### src/rtl/clk_div_gen_pkg.sv
// rtl/clk_div_gen_pkg.sv - state codes, ratio limits and phase-split helper for clk_div_gen
package clk_div_gen_pkg;

    localparam logic [1:0] S_IDLE = 2'd0;
    localparam logic [1:0] S_HIGH = 2'd1;
    localparam logic [1:0] S_LOW  = 2'd2;

    localparam int MIN_DIV_RATIO    = 2;
    localparam int BYPASS_MAX_RATIO = 1;

    typedef struct packed {
        logic [31:0] high_len;
        logic [31:0] low_len;
    } phase_t;

    // Odd ratios put the extra cycle in the low phase.
    function automatic phase_t phase_split(input logic [31:0] n);
        phase_t p;
        p.high_len = n >> 1;
        p.low_len  = n - (n >> 1);
        return p;
    endfunction

endpackage

### src/rtl/clk_div_neg_stage.sv
// rtl/clk_div_neg_stage.sv - negedge half-cycle stretch for 50% duty on odd ratios
module clk_div_neg_stage (
    input  logic clk_i,
    input  logic rst_n_i,
    input  logic q_i,
    input  logic odd_i,
    output logic clk_o
);

    logic q_neg_q;

    always_ff @(negedge clk_i or negedge rst_n_i) begin
        if (!rst_n_i) begin
            q_neg_q <= 1'b0;
        end else begin
            q_neg_q <= q_i;
        end
    end

    assign clk_o = odd_i ? (q_i | q_neg_q) : q_i;

endmodule

### src/rtl/clk_div_gen.sv
// rtl/clk_div_gen.sv - glitch-free runtime integer clock divider with period-boundary strobe
// Optional 50% duty for odd ratios: define CLK_DIV_GEN_ODD_DUTY50_EN.
module clk_div_gen
    import clk_div_gen_pkg::*;
#(
    parameter int RATIO_W   = 8,
    parameter int RST_RATIO = 1
) (
    input  logic               i_ref_clk,
    input  logic               i_rst_n,
    input  logic               i_clk_en,
    input  logic [RATIO_W-1:0] i_div_ratio,
    output logic               o_div_clk,
    output logic [RATIO_W-1:0] o_active_ratio,
    output logic               o_bypass,
    output logic               o_period_done
);

    logic [1:0]         state_q, state_d;
    logic [RATIO_W-1:0] cnt_q, cnt_d;
    logic [RATIO_W-1:0] ratio_q, ratio_d;
    logic               en_q, en_d;
    logic               q_q, q_d;
    phase_t             phase;
    logic [RATIO_W-1:0] high_last, low_last;
    logic               boundary;
    logic               shaped_clk;

    assign phase     = phase_split(32'(ratio_q));
    assign high_last = RATIO_W'(phase.high_len - 32'd1);
    assign low_last  = RATIO_W'(phase.low_len - 32'd1);

    assign o_period_done = (state_q == S_LOW) && (cnt_q == low_last);
    assign boundary      = (state_q == S_IDLE) || o_period_done;

    always_comb begin
        state_d = state_q;
        cnt_d   = cnt_q;
        ratio_d = ratio_q;
        en_d    = en_q;
        if (boundary) begin
            ratio_d = i_div_ratio;
            en_d    = i_clk_en;
            cnt_d   = '0;
            if (i_clk_en && (i_div_ratio >= RATIO_W'(MIN_DIV_RATIO))) begin
                state_d = S_HIGH;
            end else begin
                state_d = S_IDLE;
            end
        end else if (state_q == S_HIGH) begin
            if (cnt_q == high_last) begin
                state_d = S_LOW;
                cnt_d   = '0;
            end else begin
                cnt_d = cnt_q + 1'b1;
            end
        end else begin
            cnt_d = cnt_q + 1'b1;
        end
        q_d = (state_d == S_HIGH);
    end

    always_ff @(posedge i_ref_clk or negedge i_rst_n) begin
        if (!i_rst_n) begin
            state_q <= S_IDLE;
            cnt_q   <= '0;
            ratio_q <= RATIO_W'(RST_RATIO);
            en_q    <= 1'b0;
            q_q     <= 1'b0;
        end else begin
            state_q <= state_d;
            cnt_q   <= cnt_d;
            ratio_q <= ratio_d;
            en_q    <= en_d;
            q_q     <= q_d;
        end
    end

    assign o_active_ratio = ratio_q;
    assign o_bypass       = (ratio_q <= RATIO_W'(BYPASS_MAX_RATIO));

`ifdef CLK_DIV_GEN_ODD_DUTY50_EN
    logic odd_ratio;
    // Odd and above the bypass limit means odd N >= 3.
    assign odd_ratio = ratio_q[0] && !o_bypass;

    clk_div_neg_stage u_neg_stage (
        .clk_i   (i_ref_clk),
        .rst_n_i (i_rst_n),
        .q_i     (q_q),
        .odd_i   (odd_ratio),
        .clk_o   (shaped_clk)
    );
`else
    assign shaped_clk = q_q;
`endif

    assign o_div_clk = !en_q     ? 1'b0 :
                       o_bypass  ? i_ref_clk :
                                   shaped_clk;

endmodule

### config.mk
export PLATFORM = sky130hd
export DESIGN_NAME = clk_div_gen
export DESIGN_NICKNAME = d
export VERILOG_FILES = /design/src/rtl/clk_div_gen_pkg.sv /design/src/rtl/clk_div_neg_stage.sv /design/src/rtl/clk_div_gen.sv
export SDC_FILE = /design/constraint.sdc
export NUM_CORES = 1
export LEC_CHECK = 0
export CAP_MARGIN = 10
export CORE_ASPECT_RATIO = 0.7
export CORE_UTILIZATION = 29
export DETAILED_ROUTE_END_ITERATION = 16
export PLACE_DENSITY = 0.52
export REMOVE_ABC_BUFFERS = 1
export SLEW_MARGIN = 0
export SYNTH_ARGS = -nofsm -noshare
export SYNTH_HDL_FRONTEND = slang
export SYNTH_SLANG_ARGS = --single-unit
export TNS_END_PERCENT = 50
### constraint.sdc
create_clock -name i_ref_clk -period 3.8 [get_ports i_ref_clk]
set_input_delay 0.57 -clock i_ref_clk [delete_from_list [all_inputs] [get_ports i_ref_clk]]
set_output_delay 0.57 -clock i_ref_clk [all_outputs]
set_load 0.02 [all_outputs]
# After elaboration in Yosys (flattened, before gate mapping)
# Index checks and enable logic that the tools add are counted.
# word_totals
output_inout_bits	11
regBits	20
# op_classes
add_sub_neg	4
n_lt_le_gt_ge	2
eq_ne	5
mux	9
reduce_logical	4
# ops
op	count
two-way mux 8 bit	3
== test 8 bit	2
adder 8 x 1 -> 8 bit (second input constant)	1
>= comparator 8 x 2 -> 1 bit (second input constant)	1
<= comparator 8 x 1 -> 1 bit (second input constant)	1
subtractor 7 x 1 -> 8 bit (second input constant)	1
subtractor 8 x 2 -> 8 bit (second input constant)	1
subtractor 8 x 7 -> 8 bit	1
two-way mux 2 bit	3
== test 2 x 1 -> 1 bit (second input constant)	2
two-way mux 1 bit	3
== test 2 bit (second input constant)	1
logical AND 1 bit	2
zero test 2 bit	1
logical OR 1 bit	1

# Longest topological paths before layout
# Gate-level depths: netlist of run 1.
# logic_depth
ltp_word	7
mapped_depth	10
depth_no_buf	9

==> results.cfg, run 1 <==
[run_status]
status = complete, no violations

[global_routing]
grt_max_degree = 21
grt_pass1_vias = 1353
grt_pass1_wl_um = 7010
antenna_found_initial = 0
gr-total-overflow = 0
grt_util_all_layers = 0.154

[timing]
setup-tns-final_ns = 0
final-hold-violation-count = 0
rsz0062_at_grt = no
min_period_over_period = 0.960
clock.fmax_mhz = 274
fin_crit_ns = 3.65
worst_slack_ns = 0.154
worst_slew_pin_slew_ns = 0.985
fin_skew_ns = 0.00597
slew-limit-headroom = 0.341
slew_viol_final = 0
setup_viol = 0

[pwr]
leakage_uw = 0.000934
p_int_uw = 1250
power_switching_uw = 1090
power_frac_comb = 0.675
swShare = 0.465
clkPwrFrac = 0.143
ir_worst_vdd_uv = 578
powerDensity_mw_per_mm2 = 1080
p_seq_frac = 0.181

[clocking]
cts_hold_buf = 0
cts_tree = built
insertion_delay_ns = 0.37
path_clk_slew_ns = 0.08

[finish]
final_cell_mix = 20 x clkdlybuf4s50_1, 19 x ha_1, 19 x dfrtp_1
final_common_cell = clkdlybuf4s50_1
n_fill_cell = 553
syn2layout_area_growth_pct = 26.7
drive_gt1_frac = 0.153
finalNetCount = 241
design_area_mm2 = 0.00217
antennaDiodeCount = 0

[die]
fp.dieH_um = 66.3
core_mm2 = 0.00545
start_util = 0.314
die_area_mm2 = 0.00621
num_io_pins = 22
die_w_um = 93.8
num_rows = 22

[drt]
drc = 0
drt_iter0_drc = 37
avgViaCountPerCell = 4.86
vias = 1366
routedWlPerCell_um = 15.5
wirelength_um = 4360
ant_nets = 0
drtPass1Iterations = 4

[synth]
synthFlopType = dfrtp_1
yosys.cell_types.count = 44
synth_edf_count = 0
synthArstFlopShare = 1.00
synthCells = 177
synth-seq-area-share = 0.293
syn_avg_cell_area_um2 = 9.66
ys_seq_elements = 20
yosysWarnings = 0
netlist_area_mm2 = 0.00171

[setup_path]
required_ns = 3.23
slowest_stage = dfstp_2
end_kind = primary output
cp-start-kind = register
worstPathMaxFanout = 4
crit_chain = ha_1 > fa_1 > xor2_1 > nor4b_1 > nand2_1 > a2111oi_4 > nand3_2 > inv_1 > dlygate4sd2_1
cp.arrival_ns = 3.08
path_class = reg2out
cp_slowest_stage_delay_ns = 0.56

[flow_run]
drv_cap = 0

[place]
place_area_mm2 = 0.00204
gp_congestion = 0.822
dp_slack_ns = 0.0715
portBuffers = 21
dp_hpwl_um = 3420

[worst_hold_path]
hold_class = reg2reg
## metrics by stage
| stage | instances | utilization | power (µW) | hold WS, ns |
|---|---|---|---|---|
| after floorplan | 174 | - | 1590 | 0.274 |
| after global placement | 273 | 0.375 | 2050 | 0.508 |
| after detailed placement | 273 | 0.375 | 2030 | 0.508 |
| after CTS | 281 | 0.398 | 2370 | 0.527 |
| after global routing | 281 | 0.398 | 2560 | 0.547 |
| final | 281 | 0.398 | 2340 | 0.516 |
## cells by family (layout without fill, tap and decap cells)
| family | Yosys count | in the layout | share of synthesized area |
|---|---|---|---|
| AOI/OAI and AO/OA | 27 | 27 | 0.130 |
| xor gates and xnor gates | 27 | 27 | 0.138 |
| adders and majority gates | 20 | 20 | 0.151 |
| buffers and inverters | 17 | 49 | 0.0380 |
| DFF | 20 | 20 | 0.293 |
| muxes | 9 | 9 | 0.0593 |
| and+or+nand+nor | 57 | 57 | 0.190 |
## worst paths after layout
check,to,cells after the start,slack (ns),from
max,o_period_done,9,0.15,o_active_ratio[0]
min,en_q,1,0.52,en_q
max reg2reg,cnt_q[1],9,0.80,o_active_ratio[0]
min reg2reg,en_q,1,0.52,en_q
max in group asynchronous,cnt_q[0],1,2.47,i_rst_n
min in group asynchronous,o_active_ratio[3],1,0.74,i_rst_n
## registers in the layout, indices dropped and copies added, names as in the netlist
| name | cells |
|---|---|
| cnt_q | 8 |
| en_q | 1 |
| o_active_ratio | 8 |
| q_q | 1 |
| state_q | 2 |
## power by group through the flow
stage / clock network, µW / logic, µW / registers, µW
final: 336 / 1580 / 425
after CTS: 347 / 1600 / 427
after detailed placement: 32.1 / 1570 / 431
after global routing: 356 / 1760 / 440
after floorplan: 17.4 / 1090 / 479
after global placement: 32.1 / 1580 / 434
## area by class of cell
type                            instances  area (µm²)  share of cell area
Clock buffer                            7        92.6              0.0427
Clock inverter                          1        30.0              0.0139
Inverter                               14        52.6              0.0242
Multi-Input combinational cell        140        1150               0.530
Sequential cell                        20         502               0.232
Tap cell                               72        90.1              0.0416
Timing Repair Buffer                   27         251               0.116
## synthesized netlist by cell type (2+ instances only)
| master | n | area (µm²) |
|---|---|---|
| a21oi_1 | 9 | 45.0 |
| and3_1 | 4 | 25.0 |
| clkbuf_1 | 2 | 7.51 |
| dfrtp_1 | 19 | 475 |
| ha_1 | 19 | 238 |
| inv_1 | 14 | 52.6 |
| mux2_2 | 9 | 101 |
| nand2_1 | 8 | 30.0 |
| nand2b_1 | 4 | 25.0 |
| nand3_1 | 9 | 45.0 |
| nand4_1 | 2 | 12.5 |
| nor2_1 | 7 | 26.3 |
| nor2b_1 | 4 | 25.0 |
| nor3_1 | 2 | 10.0 |
| nor4_1 | 8 | 50.1 |
| nor4b_1 | 2 | 17.5 |
| o21ai_0 | 3 | 15.0 |
| xnor2_1 | 14 | 123 |
| xor2_1 | 13 | 114 |
## per-layer routing
layer  up-vias  track usage  share of wire
li1        692            -              -
met1       647        0.232           0.55
met2        25        0.209           0.40
met3         2       0.0437          0.050
met4         0       0.0385         0.0025
met5         -            0              0
## worst max-delay path, delay by kind of cell (launching register included)
family	cells	cell delay (ns)
AO/OA/AOI/OAI	1	0.26
XOR/XNOR	1	0.18
adder cells (fa/ha/maj)	2	0.67
buffers and inverters	2	0.39
flip-flops	1	0.56
AND/OR/NAND/NOR	3	0.64
## what timing repair did
action	4_1_cts	5_1_grt
resized for setup	2	0
buffers inserted	1	0
setup endpoints to repair	1	0
Power figures use the tool's default switching activity.
==> run 2: changes to the inputs <==
GPL_TIMING_DRIVEN = 0   (was unset)
==> results.cfg, run 2 (synthesis gave the netlist of run 1 again) <==
[global_routing]
grt_max_degree = 21
grt_pass1_wl_um = 7030
gr-total-overflow = 0
antenna_found_initial = 0
grt_pass1_vias = 1290
grt_util_all_layers = 0.154

[finish]
final_common_cell = clkdlybuf4s50_1
finish.utilization = 0.392
finalNetCount = 235
syn2layout_area_growth_pct = 24.8
drive_gt1_frac = 0.153
final_cell_mix = 20 x clkdlybuf4s50_1, 18 x ha_1, 18 x dfrtp_1
antennaDiodeCount = 0
n_fill_cell = 551

[setup_path]
path_class = reg2out
crit_chain = inv_1 > ha_2 > fa_1 > xor2_1 > nor4b_2 > nand2_1 > a2111oi_4 > nand3_2 > inv_1 > clkbuf_2
end_kind = primary output
critPathBufInv = 3
required_ns = 3.23
slowest_stage = dfrtp_2
crit_top_cell = inv_1
cp-start-kind = register
worstPathMaxFanout = 8
cp.arrival_ns = 3.04
cp_slowest_stage_delay_ns = 0.49
cpLargestDelayFamily = adder cells

[die]
num_rows = 22
core_mm2 = 0.00545
die_area_mm2 = 0.00621
fp.dieH_um = 66.3
die_w_um = 93.8
num_io_pins = 22
start_util = 0.314

[clocking]
cts_tree = built
path_clk_slew_ns = 0.08
insertion_delay_ns = 0.37
cts_hold_buf = 0

[drt]
drc = 0
wirelength_um = 4370
vias = 1375
drtPass1Iterations = 7
routedWlPerCell_um = 15.9
avgViaCountPerCell = 5.00
ant_nets = 0
drt_iter0_drc = 73

[timing]
setup_viol = 0
fin_crit_ns = 3.61
worst_slew_pin_slew_ns = 0.995
clock.fmax_mhz = 277
fin_skew_ns = 0.00297
final-hold-violation-count = 0
rsz0062_at_grt = no
slew_viol_final = 0
slew-limit-headroom = 0.327
min_period_over_period = 0.949

[place]
gp_congestion = 0.828
portBuffers = 21
dp_hpwl_um = 3360

[worst_hold_path]
hold_class = reg2reg

[flow_run]
drv_cap = 0

[run_status]
status = complete, no violations
## run 2: final cells by class
type	instances	area [µm²]	share of cell area
flip-flops and latches	20	503	0.236
clock buffers	7	92.6	0.0434
well taps	72	90.1	0.0422
multi-input cells	140	1160	0.545
inverters	14	52.6	0.0246
clock inverters	1	30.0	0.0141
repair buffers	21	203	0.0950
## run 2: final timing paths
check,startpoint,to,slack [ns],cells after the start
setup / recovery,o_active_ratio[1],o_period_done,0.19,10
hold / removal,en_q,en_q,0.52,1
setup reg to reg,o_active_ratio[1],cnt_q[2],0.24,9
hold reg to reg,en_q,en_q,0.52,1
max in group asynchronous,i_rst_n,o_active_ratio[1],2.40,1
min in group asynchronous,i_rst_n,q_q,0.74,1
## run 2: what timing repair did
item,CTS,global route
endpoints found under the setup margin,1,1
endpoints found under the hold margin,0,0
gates resized for setup,4,3
pin swaps,1,0
setup buffers,1,0
## run 2: routing by layer
metal  track usage  part of all wire  vias to the layer above  routed length [µm]
li1              -                 -                      681                   -
met1         0.248              0.56                      656                2460
met2         0.192              0.37                       38                1630
met3        0.0448             0.063                        0                 275
met4        0.0308                 0                        0                   0
met5             0                 0                        -                   0
## run 2: through the flow
step           cells  setup TNS (ns)  setup slack [ns]  hold WS [ns]  area [µm²]
2_1_floorplan    174               0             0.419         0.274        1700
3_3_place_gp     267           -2.90            -0.325         0.488        2000
3_5_place_dp     267          -0.298            -0.298         0.491        2000
4_1_cts          275               0            0.0111         0.513        2140
5_1_grt          275               0           0.00938         0.529        2130
6_report         275               0             0.194         0.516        2130
Power of run 2 is not shown: default switching activity piles up to over one toggle a cycle in this logic, so the estimate is an artifact.
